`src/rtl/space_inv_pkg.sv`:
```
// rtl/space_inv_pkg.sv - shared march-state type and screen geometry for the invader blocks
//
// Purpose : types and constants shared by the fleet march controller and the
//           per-enemy sprite blocks.
// Contents: march_state_t       fleet FSM state (IDLE, MARCH, DESCEND, LANDED)
//           SCREEN_LEFT/RIGHT   legal horizontal extent of the fleet box, pixels
//           LAND_Y              fleet bottom edge at or below this row means landed
package space_inv_pkg;

  typedef enum logic [1:0] {
    IDLE    = 2'd0,
    MARCH   = 2'd1,
    DESCEND = 2'd2,
    LANDED  = 2'd3
  } march_state_t;

  localparam int SCREEN_LEFT  = 0;
  localparam int SCREEN_RIGHT = 639;
  localparam int LAND_Y       = 420;

endpackage

```
`src/rtl/march_timer.sv`:
```
// rtl/march_timer.sv - frame counter and step cadence for the fleet march
//
// Purpose : counts frame ticks while the fleet is moving and flags the tick on
//           which a step falls due. The step period is fixed at BASE_PERIOD, or,
//           with ENEMY_SPEEDUP_EN defined, shortens by one frame per enemy killed
//           down to MIN_PERIOD.
// Ports   : Clk          in  system clock
//           Reset_n      in  synchronous active-low reset
//           clear        in  restart the count from zero
//           run          in  fleet is marching/descending; ticks are counted
//           frame_tick   in  one-Clk pulse per video frame
//           alive_count  in  enemies alive (only present with ENEMY_SPEEDUP_EN)
//           step_due     out combinational: this tick completes a period
// Macro   : ENEMY_SPEEDUP_EN
module march_timer #(
  parameter int BASE_PERIOD   = 30,
  parameter int MIN_PERIOD    = 2,
  parameter int TOTAL_ENEMIES = 40
) (
  input  logic       Clk,
  input  logic       Reset_n,
  input  logic       clear,
  input  logic       run,
  input  logic       frame_tick,
`ifdef ENEMY_SPEEDUP_EN
  input  logic [5:0] alive_count,
`endif
  output logic       step_due
);

  logic [7:0] frame_cnt;
  logic [7:0] period;

`ifdef ENEMY_SPEEDUP_EN
  logic [7:0] killed;

  // alive_count above TOTAL_ENEMIES is treated as a full fleet.
  always_comb begin
    killed = '0;
    period = 8'(BASE_PERIOD);
    if (alive_count < 6'(TOTAL_ENEMIES))
      killed = 8'(TOTAL_ENEMIES) - {2'b00, alive_count};
    if ({1'b0, killed} + 9'(MIN_PERIOD) >= 9'(BASE_PERIOD))
      period = 8'(MIN_PERIOD);
    else
      period = 8'(BASE_PERIOD) - killed;
  end
`else
  assign period = 8'(BASE_PERIOD);
`endif

  // >= rather than == so that a period shrinking below the running count
  // fires on the next tick instead of waiting for the counter to wrap.
  assign step_due = run && frame_tick && (frame_cnt >= period - 8'd1);

  always_ff @(posedge Clk) begin
    if (!Reset_n || clear)
      frame_cnt <= '0;
    else if (run && frame_tick)
      frame_cnt <= step_due ? 8'd0 : frame_cnt + 8'd1;
  end

endmodule

```
`src/rtl/enemy_march_ctrl.sv`:
```
// rtl/enemy_march_ctrl.sv - fleet-level march controller feeding the enemy sprite blocks
//
// Purpose : moves the fleet bounding box left/right in STEP_X increments, drops it
//           DROP_ROWS x STEP_Y at each screen-edge bounce, and flags landing and
//           wave clear. The sprites apply one step per step_pulse using the
//           shared direction pair.
// Ports   : Clk                in  system clock
//           Reset_n            in  synchronous active-low reset
//           frame_tick         in  one-Clk pulse per video frame
//           start              in  begin a wave (taken in IDLE/LANDED)
//           delete_enemies     in  abort the wave, back to IDLE
//           alive_count[5:0]   in  enemies still alive
//           fleet_init_x[9:0]  in  fleet_x loaded on start
//           fleet_init_y[9:0]  in  fleet_y loaded on start
//           enemy_direction_X  out 0=left, 1=right
//           enemy_direction_Y  out 1=current step is a descend step
//           step_pulse         out one-Clk strobe, apply one step
//           fleet_x[9:0]       out box left edge
//           fleet_y[9:0]       out box top edge
//           fleet_landed       out sticky until start/reset
//           wave_clear         out one-Clk pulse when the fleet is wiped out
//           busy               out fleet in MARCH/DESCEND
// Macro   : ENEMY_SPEEDUP_EN (speed-up with kills, handled in march_timer)
module enemy_march_ctrl
  import space_inv_pkg::*;
#(
  parameter int STEP_X        = 2,
  parameter int STEP_Y        = 8,
  parameter int DROP_ROWS     = 1,
  parameter int FLEET_W       = 400,
  parameter int FLEET_H       = 200,
  parameter int BASE_PERIOD   = 30,
  parameter int MIN_PERIOD    = 2,
  parameter int TOTAL_ENEMIES = 40
) (
  input  logic       Clk,
  input  logic       Reset_n,
  input  logic       frame_tick,
  input  logic       start,
  input  logic       delete_enemies,
  input  logic [5:0] alive_count,
  input  logic [9:0] fleet_init_x,
  input  logic [9:0] fleet_init_y,
  output logic       enemy_direction_X,
  output logic       enemy_direction_Y,
  output logic       step_pulse,
  output logic [9:0] fleet_x,
  output logic [9:0] fleet_y,
  output logic       fleet_landed,
  output logic       wave_clear,
  output logic       busy
);

  march_state_t state, nxt_state;
  logic [7:0]   drop_cnt, nxt_drop_cnt;
  logic [9:0]   nxt_x, nxt_y;
  logic         nxt_dir_x, nxt_dir_y, nxt_pulse, nxt_landed, nxt_wave_clear;
  logic         timer_clear;
  logic         step_due;

  logic [10:0]  right_probe;
  logic [10:0]  y_sum;
  logic [9:0]   y_step;
  logic [10:0]  land_probe;
  logic         at_edge;
  logic         landing;

  assign busy = (state == MARCH) || (state == DESCEND);

  march_timer #(
    .BASE_PERIOD  (BASE_PERIOD),
    .MIN_PERIOD   (MIN_PERIOD),
    .TOTAL_ENEMIES(TOTAL_ENEMIES)
  ) u_timer (
    .Clk        (Clk),
    .Reset_n    (Reset_n),
    .clear      (timer_clear),
    .run        (busy),
    .frame_tick (frame_tick),
`ifdef ENEMY_SPEEDUP_EN
    .alive_count(alive_count),
`endif
    .step_due   (step_due)
  );

  // Edge and landing compares run in 11 bits so box extents past 1023 cannot wrap.
  assign right_probe = {1'b0, fleet_x} + 11'(FLEET_W - 1 + STEP_X);
  assign at_edge     = enemy_direction_X ? (right_probe > 11'(SCREEN_RIGHT))
                                         : ({1'b0, fleet_x} < 11'(SCREEN_LEFT + STEP_X));
  assign y_sum       = {1'b0, fleet_y} + 11'(STEP_Y);
  assign y_step      = y_sum[10] ? 10'h3FF : y_sum[9:0];
  assign land_probe  = {1'b0, y_step} + 11'(FLEET_H);
  assign landing     = land_probe >= 11'(LAND_Y);

  always_comb begin
    nxt_state      = state;
    nxt_x          = fleet_x;
    nxt_y          = fleet_y;
    nxt_dir_x      = enemy_direction_X;
    nxt_dir_y      = enemy_direction_Y;
    nxt_drop_cnt   = drop_cnt;
    nxt_landed     = fleet_landed;
    nxt_pulse      = 1'b0;
    nxt_wave_clear = 1'b0;
    timer_clear    = 1'b0;

    if (delete_enemies) begin
      nxt_state   = IDLE;
      timer_clear = 1'b1;
    end else if (busy && (alive_count == 6'd0)) begin
      nxt_wave_clear = 1'b1;
      nxt_state      = IDLE;
      timer_clear    = 1'b1;
    end else if (((state == IDLE) || (state == LANDED)) && start) begin
      nxt_x       = fleet_init_x;
      nxt_y       = fleet_init_y;
      nxt_dir_x   = 1'b1;
      nxt_dir_y   = 1'b0;
      nxt_landed  = 1'b0;
      nxt_state   = MARCH;
      timer_clear = 1'b1;
    end else if (busy && step_due) begin
      case (state)
        MARCH: begin
          if (at_edge) begin
            // Bounce step: no pulse; descent starts on the following period.
            nxt_dir_y    = 1'b1;
            nxt_drop_cnt = '0;
            nxt_state    = DESCEND;
          end else begin
            nxt_x     = enemy_direction_X ? fleet_x + 10'(STEP_X) : fleet_x - 10'(STEP_X);
            nxt_dir_y = 1'b0;
            nxt_pulse = 1'b1;
          end
        end
        DESCEND: begin
          nxt_y        = y_step;
          nxt_dir_y    = 1'b1;
          nxt_pulse    = 1'b1;
          nxt_drop_cnt = drop_cnt + 8'd1;
          if (landing) begin
            nxt_landed = 1'b1;
            nxt_state  = LANDED;
          end else if (drop_cnt == 8'(DROP_ROWS - 1)) begin
            // dir_Y stays 1 through this pulse; the next march step clears it.
            nxt_dir_x = ~enemy_direction_X;
            nxt_state = MARCH;
          end
        end
        default: ;
      endcase
    end
  end

  always_ff @(posedge Clk) begin
    if (!Reset_n) begin
      state             <= IDLE;
      drop_cnt          <= '0;
      fleet_x           <= '0;
      fleet_y           <= '0;
      enemy_direction_X <= 1'b1;
      enemy_direction_Y <= 1'b0;
      step_pulse        <= 1'b0;
      fleet_landed      <= 1'b0;
      wave_clear        <= 1'b0;
    end else begin
      state             <= nxt_state;
      drop_cnt          <= nxt_drop_cnt;
      fleet_x           <= nxt_x;
      fleet_y           <= nxt_y;
      enemy_direction_X <= nxt_dir_x;
      enemy_direction_Y <= nxt_dir_y;
      step_pulse        <= nxt_pulse;
      fleet_landed      <= nxt_landed;
      wave_clear        <= nxt_wave_clear;
    end
  end

endmodule

```
`config.mk`:
```
export PLATFORM = sky130hd
export DESIGN_NAME = enemy_march_ctrl
export DESIGN_NICKNAME = d
export VERILOG_FILES = /design/src/rtl/space_inv_pkg.sv /design/src/rtl/march_timer.sv /design/src/rtl/enemy_march_ctrl.sv
export SDC_FILE = /design/constraint.sdc
export NUM_CORES = 1
export LEC_CHECK = 0
export ABC_AREA = 1
export CAP_MARGIN = 20
export CELL_PAD_IN_SITES_DETAIL_PLACEMENT = 1
export CELL_PAD_IN_SITES_GLOBAL_PLACEMENT = 1
export CORE_AREA = 10 10 101 103
export DETAILED_ROUTE_END_ITERATION = 7
export DIE_AREA = 0 0 111 113
export PLACE_DENSITY = 0.83
export SYNTH_ARGS = -nofsm -noshare
export SYNTH_HDL_FRONTEND = slang
export SYNTH_SLANG_ARGS = --single-unit
```
`constraint.sdc`:
```
create_clock -name Clk -period 2.05 [get_ports Clk]
set_input_delay 0.3075 -clock Clk [delete_from_list [all_inputs] [get_ports Clk]]
set_output_delay 0.3075 -clock Clk [all_outputs]
set_load 0.01 [all_outputs]
```
# Word-level counts from Yosys, hierarchy flattened
# Index checks and enable logic that the tools add are counted.
# W data, S select, Z words.
[totals]
reg_bits = 43
word_cells = 106
output_inout_bits = 26
[classes]
magnitude_cmp = 4
n_eq_ne = 9
n_addsub = 7
n_bitwise = 6
n_reduce_logical = 31
muxes = 38
[op_table]
columns = ["op", "n"]
rows = [
  ["$mux W10", 9],
  ["$mux W1", 20],
  ["$add A8 B1 Y8 const B", 2],
  ["$mux W8", 2],
  ["$pmux W8 S2", 1],
  ["$reduce_and A4 Y1", 4],
  ["$reduce_and A6 Y1", 2],
  ["$reduce_bool A2 Y1", 6],
  ["$add A10 B4 Y11 const B", 1],
  ["$add A10 B8 Y11 const B", 1],
  ["$add A10 B9 Y11 const B", 1],
  ["$ge A11 B9 Y1 const B", 1],
  ["$gt A11 B10 Y1 const B", 1],
  ["$add A10 B2 Y10 const B", 1],
  ["$lt A10 B2 Y1 const B", 1],
  ["$reduce_and A5 Y1", 2],
  ["$sub A10 B2 Y10 const B", 1],
  ["$ge A8 B5 Y1 const B", 1],
  ["$logic_not A8 Y1", 1],
  ["$logic_not A6 Y1", 1],
  ["$mux W2", 3],
  ["$ne A3 B2 Y1 const B", 2],
  ["$not A1 Y1", 6],
  ["$logic_and A1 B1 Y1", 5],
  ["other kinds (15)", 20],
]

# Longest topological paths before layout
[logic_depth]
word_depth = 8
ltp_mapped = 17

# Cells and area by module
# Synthesis repeated with hierarchy kept, for this count alone.
[unflattened]
hier_cells = 475
hier_area_um2 = 2999.1
[modules_own_cells]
columns = ["module", "n_inst", "cells_per_inst", "area_each_um2", "seq_area_each_um2"]
rows = [
  ["enemy_march_ctrl", 1, 405, 2504.9, 700.7],
  ["march_timer", 1, 70, 494.2, 160.2],
]

# Worst setup path before layout
# OpenSTA, ideal clock, no wires.
[synth_path]
path_type = "register to register"
startpoint = "reg fleet_y[3]"
endpoint = "reg state[0]"
path_stages_with_launch = 12
arrival_ps = 1821
t_required_ps = 1935
path_buffers = 0
slack_ps = 114
setup_time_ps = 115
path_cell_list = "dfxtp_1 ha_1 inv_1 nand2_1 ha_1 nand3b_1 nand3_1 nand3_2 nand3_2 nand4_2 a21oi_1 nor2_1"
[synth_between]
elab_chain_cells = 8
[synth_rtl]
columns = ["element", "line_no", "source"]
rows = [
  ["start: declaration", "enemy_march_ctrl.sv:48", "output logic [9:0] fleet_y,"],
  ["start signal: assignment", "enemy_march_ctrl.sv:170", "fleet_y <= nxt_y;"],
  ["$add A10 B4 Y11 (*)", "enemy_march_ctrl.sv:90", "assign y_sum = {1'b0, fleet_y} + 11'(STEP_Y);"],
  ["$mux W10 (*)", "enemy_march_ctrl.sv:91", "assign y_step = y_sum[10] ? 10'h3FF : y_sum[9:0];"],
  ["$add A10 B8 Y11 (*)", "enemy_march_ctrl.sv:92", "assign land_probe = {1'b0, y_step} + 11'(FLEET_H);"],
  ["$ge A11 B9 Y1 (*)", "enemy_march_ctrl.sv:93", "assign landing = land_probe >= 11'(LAND_Y);"],
  ["$mux W2", "enemy_march_ctrl.sv:141", "if (landing) begin"],
  ["$pmux W2 S2", "enemy_march_ctrl.sv:123", "case (state)"],
  ["$mux W1", "enemy_march_ctrl.sv:122", "end else if (busy && step_due) begin"],
  ["$mux W1", "enemy_march_ctrl.sv:114", "end else if (((state == IDLE) || (state == LANDED)) && start) begin"],
  ["end signal: assignment", "enemy_march_ctrl.sv:167", "state <= nxt_state;"],
  ["end: declaration", "enemy_march_ctrl.sv:54", "march_state_t state, nxt_state;"],
]
# Every way passes the cells marked *; elsewhere a longest branch is shown, timed or not. The select of a mux whose other input is x is not followed.
# A chain may end at the register's enable or synchronous reset.

# Final worst setup path
[layout_path]
startpoint = "reg fleet_x[1]"
endpoint = "reg fleet_x[7]"
[layout_between]
elab_chain_cells = 6
[layout_rtl]
columns = ["element", "line_no", "source"]
rows = [
  ["start: declaration", "enemy_march_ctrl.sv:47", "output logic [9:0] fleet_x,"],
  ["start signal: assignment", "enemy_march_ctrl.sv:169", "fleet_x <= nxt_x;"],
  ["branches (longest 6 deep; another with $add A10 B9 Y11)", "n/a", ""],
]
# Several ways; the timed one is not identified. The select of a mux whose other input is x is not followed.

==> metrics.log <==
[metrics] run status: finished, final reports clean
[metrics] Slew @ Worst Pin: ~0.41 ns
[metrics] count of vias placed by the detailed router: 3276
[metrics] setup slack after placement: -0.1530 ns
[metrics] DRC marker count from the first detailed-route iteration: 99
[metrics] leakage power total: 1.813 nW
[metrics] pin count of the biggest net entering global routing: 29
[metrics] buffers added on ports: 56
[metrics] Met3 Routed Length: 418 microns
[metrics] post-route standard cell area excluding fillers: approximately 4100 sq um
[metrics] class of the tightest hold or removal check: reg2reg
[metrics] clock period minus final worst setup slack: 2.013 ns
[metrics] remaining max-slew budget at the tightest pin: 0.7261
[metrics] netlist area before placement: 2863 sq um
[metrics] Max VDD drop: ~0.34 mV
[metrics] WL met1: about 4.3 mm
[metrics] Layout Cells excl Fill: approximately 640
[metrics] Syn Area/Cell: 6.536 sq um
[metrics] maximum achievable frequency: 496.8 MHz
[metrics] proportion of total power due to net switching: 0.3275
[metrics] cells taking the most area after synthesis: sky130_fd_sc_hd__dfxtp_1 30%, sky130_fd_sc_hd__nand2_1 13%, sky130_fd_sc_hd__inv_1 7.6%
[metrics] highest net fanout along the worst path: 4
[metrics] routed length on met2: between 5 and 6 mm
[metrics] average routed wire per standard cell: about 16 microns
[metrics] CTS tree: done
[metrics] share of the core filled with cells in the final layout: 0.5058
[metrics] final weighted congestion in routability-driven placement: 0.7890
[metrics] dominant cell type by area after synthesis: sky130_fd_sc_hd__dfxtp_1
[metrics] Post-Synthesis Net Count: 483
[metrics] CTS clk-pin slew, worst paths: 0.09 ns
[metrics] most instantiated flip-flop cell in the synthesis netlist: sky130_fd_sc_hd__dfxtp_1
[metrics] standard cell area after detailed placement: 3751 sq um
[metrics] min setup slack post-route: 0.03706 ns
[metrics] number of hold-repair buffers added at the cts stage: 0
[metrics] number of top-level pins: 57
[metrics] die area: 12540 sq um
[metrics] highest routing layer actually used: met4
[metrics] share of the clock period used by the worst path: 0.9819
[metrics] overflow left after global routing: 0
[metrics] kind of end point of the critical path: flip-flop
[metrics] clock latency of the later-clocked register in the worst-skew pair: 0.31 ns
[metrics] count of flip-flops with a built-in enable after synthesis: 0
[metrics] Max Cap Viol: 0
[metrics] Switch Pwr: 0.6493 mW
[metrics] Max Clock Skew: 0.004198 ns
[metrics] initial core utilization: 0.3519
[metrics] Arr. time, crit path: 2.26 ns
[metrics] required time of the critical path: 2.30 ns
[metrics] placeable core region: 8134 sq um
[metrics] via count of the first global-routing pass: between 3000 and 4000
[metrics] WL final: 10.39 mm
[metrics] number of instances in the placed design: 621
[metrics] endpoints failing setup: 0
[metrics] total clock buffers created by CTS: 5
[metrics] die height: 113 microns
[metrics] most frequently used cell type in the post-synthesis netlist: sky130_fd_sc_hd__nand2_1
[metrics] Seq/Total Area, Yosys: 0.3007
[metrics] CP Class: reg2reg
[metrics] most common library cells after synthesis: 101 x sky130_fd_sc_hd__nand2_1, 58 x sky130_fd_sc_hd__inv_1, 43 x sky130_fd_sc_hd__dfxtp_1
[metrics] count of pins over their slew limit: 0
[metrics] portion of total power attributed to combinational logic: 0.250
[metrics] hold violation count in the final report: 0
[metrics] number of antenna cells inserted: 0
[metrics] relative contribution of sequential cells to total power: 0.448
[metrics] share of total power in the clock network: 0.303
[metrics] share of cells above drive strength 1: 0.2139
[metrics] total routing resource utilization after global routing: 0.1501
[metrics] Max H-tree Level: 2
[metrics] initial antenna violation count: 0
[metrics] internal portion of total power: 1.333 mW
[metrics] wire length of the first global-routing pass: 16.24 mm
[metrics] synthesized netlist cell count: 438
[metrics] vias per inst: about 5
[metrics] detailed-routing iteration count for the pre-antenna-repair pass: 4
[metrics] Die Wd: 111 microns
[metrics] total number of yosys warnings: 0
[metrics] final net count: 577
[metrics] sum of net half-perimeters after detailed placement: roughly 7.4 mm
[metrics] area share of the largest cell type after synthesis: 0.3007
[metrics] total design power: about 2.0 mW
[metrics] Post-synth ARST share: 0
[metrics] crit start category: flip-flop
[metrics] number of fillers in the final layout: 1055
[metrics] Area growth, synth to finish: 43.71%
[metrics] Netlist cell types: 33
[metrics] placement row count: 33
[metrics] number of clock sinks: 43
[metrics] setup repair after global routing missed its margin: true
[metrics] cell area power density: 481.9 nW/um^2
[metrics] Yosys reg bits: 43
[metrics] number of design rule violations left after detail routing: 0
[metrics] root buffer cell: sky130_fd_sc_hd__clkbuf_8
[metrics] Max Root-Sink Buffers: 2
[metrics] DRT antenna net count: 0
## final cells by class
cell class,count,area (sq um),share of cell area
Clock buffer,5,68.82,0.01673
Timing Repair Buffer,100,935.9,0.2275
Inverter,63,239.0,0.05809
Sequential cell,43,874.6,0.2126
Tap cell,105,131.4,0.03193
Multi-Input combinational cell,319,1841,0.4474
Clock inverter,3,23.77,0.005779
## metal layers
metal,vias to the layer above,GRT usage
met3,16,0.02588
met2,60,0.2842
li1,1632,-
met5,-,0
met1,1568,0.1678
met4,0,0.04080
## cells in the final DEF (no fill, tap or decap), types with 19 or more instances in the layout
cell type	netlist	layout
sky130_fd_sc_hd__nand3_1	29	26
sky130_fd_sc_hd__inv_1	58	55
sky130_fd_sc_hd__dfxtp_1	43	38
sky130_fd_sc_hd__nand2_1	101	91
sky130_fd_sc_hd__o21ai_1	9	19
sky130_fd_sc_hd__nor2_1	29	25
sky130_fd_sc_hd__clkdlybuf4s50_1	0	55
sky130_fd_sc_hd__buf_4	1	40
sky130_fd_sc_hd__a21oi_1	35	33
sky130_fd_sc_hd__o21ai_0	33	19
## power by group through the flow
stage | Sequential (mW) | Combinational [mW] | Clock [mW]
after floorplan | 0.916 | 0.210 | 0
after global placement | 0.904 | 0.418 | 0
after detailed placement | 0.906 | 0.434 | 0
after CTS | 0.888 | 0.444 | 0.609
after global routing | 0.891 | 0.544 | 0.645
final | 0.888 | 0.495 | 0.600
## cells by family after synthesis
| family | count (synthesis) | synth area share |
|---|---|---|
| xor+xnor | 7 | 0.02142 |
| buf+inv | 76 | 0.1145 |
| compound gates | 91 | 0.1696 |
| fa+ha+maj | 14 | 0.06119 |
| flops | 43 | 0.3007 |
| simple gates | 207 | 0.3326 |
## state kept, by name, summed over array words and instances (netlist names)
| register | count |
|---|---|
| fleet_y | 10 |
| drop_cnt | 8 |
| fleet_landed | 1 |
| state | 2 |
| enemy_direction_X | 1 |
| step_pulse | 1 |
| wave_clear | 1 |
| u_timer.frame_cnt | 8 |
| fleet_x | 10 |
| enemy_direction_Y | 1 |
## timing repair
action	in CTS	in global routing
pin swaps	0	9
setup endpoints to repair	23	32
gates cloned	0	1
gates resized for setup	13	55
setup buffers	0	8
## path summary, 6_finish.rpt
| check | from | endpoint | cells past startpoint | slack [ns] |
|---|---|---|---|---|
| setup / recovery | fleet_x[1]$_SDFFE_PN0P_ | fleet_x[7]$_SDFFE_PN0P_ | 10 | 0.04 |
| hold reg to reg | u_timer.frame_cnt[6]$_SDFFE_PP0P_ | u_timer.frame_cnt[6]$_SDFFE_PP0P_ | 2 | 0.44 |
| setup reg to reg | fleet_x[1]$_SDFFE_PN0P_ | fleet_x[7]$_SDFFE_PN0P_ | 10 | 0.04 |
| hold / removal | u_timer.frame_cnt[6]$_SDFFE_PP0P_ | u_timer.frame_cnt[6]$_SDFFE_PP0P_ | 2 | 0.44 |
## per-stage QoR
stage	hold slack [ns]	TNS, ns
finish	0.4442	0
global route	0.4625	-0.9512
CTS	0.4479	0
detailed placement	0.4328	-1.006
global placement	0.4310	-0.2277
floorplan	0.3864	0
## worst max-delay path, stage by stage, from the launching register on
cell and delay, ns:
sky130_fd_sc_hd__dfxtp_4 0.37, sky130_fd_sc_hd__buf_4 0.14, sky130_fd_sc_hd__inv_1 0.09, sky130_fd_sc_hd__ha_1 0.17
sky130_fd_sc_hd__a31oi_1 0.08, sky130_fd_sc_hd__a21oi_1 0.34, sky130_fd_sc_hd__nand2_1 0.16, sky130_fd_sc_hd__xor2_1 0.18
sky130_fd_sc_hd__o21ai_0 0.22, sky130_fd_sc_hd__nand2_1 0.09, sky130_fd_sc_hd__a21oi_1 0.11
Power figures use the tool's default switching activity.
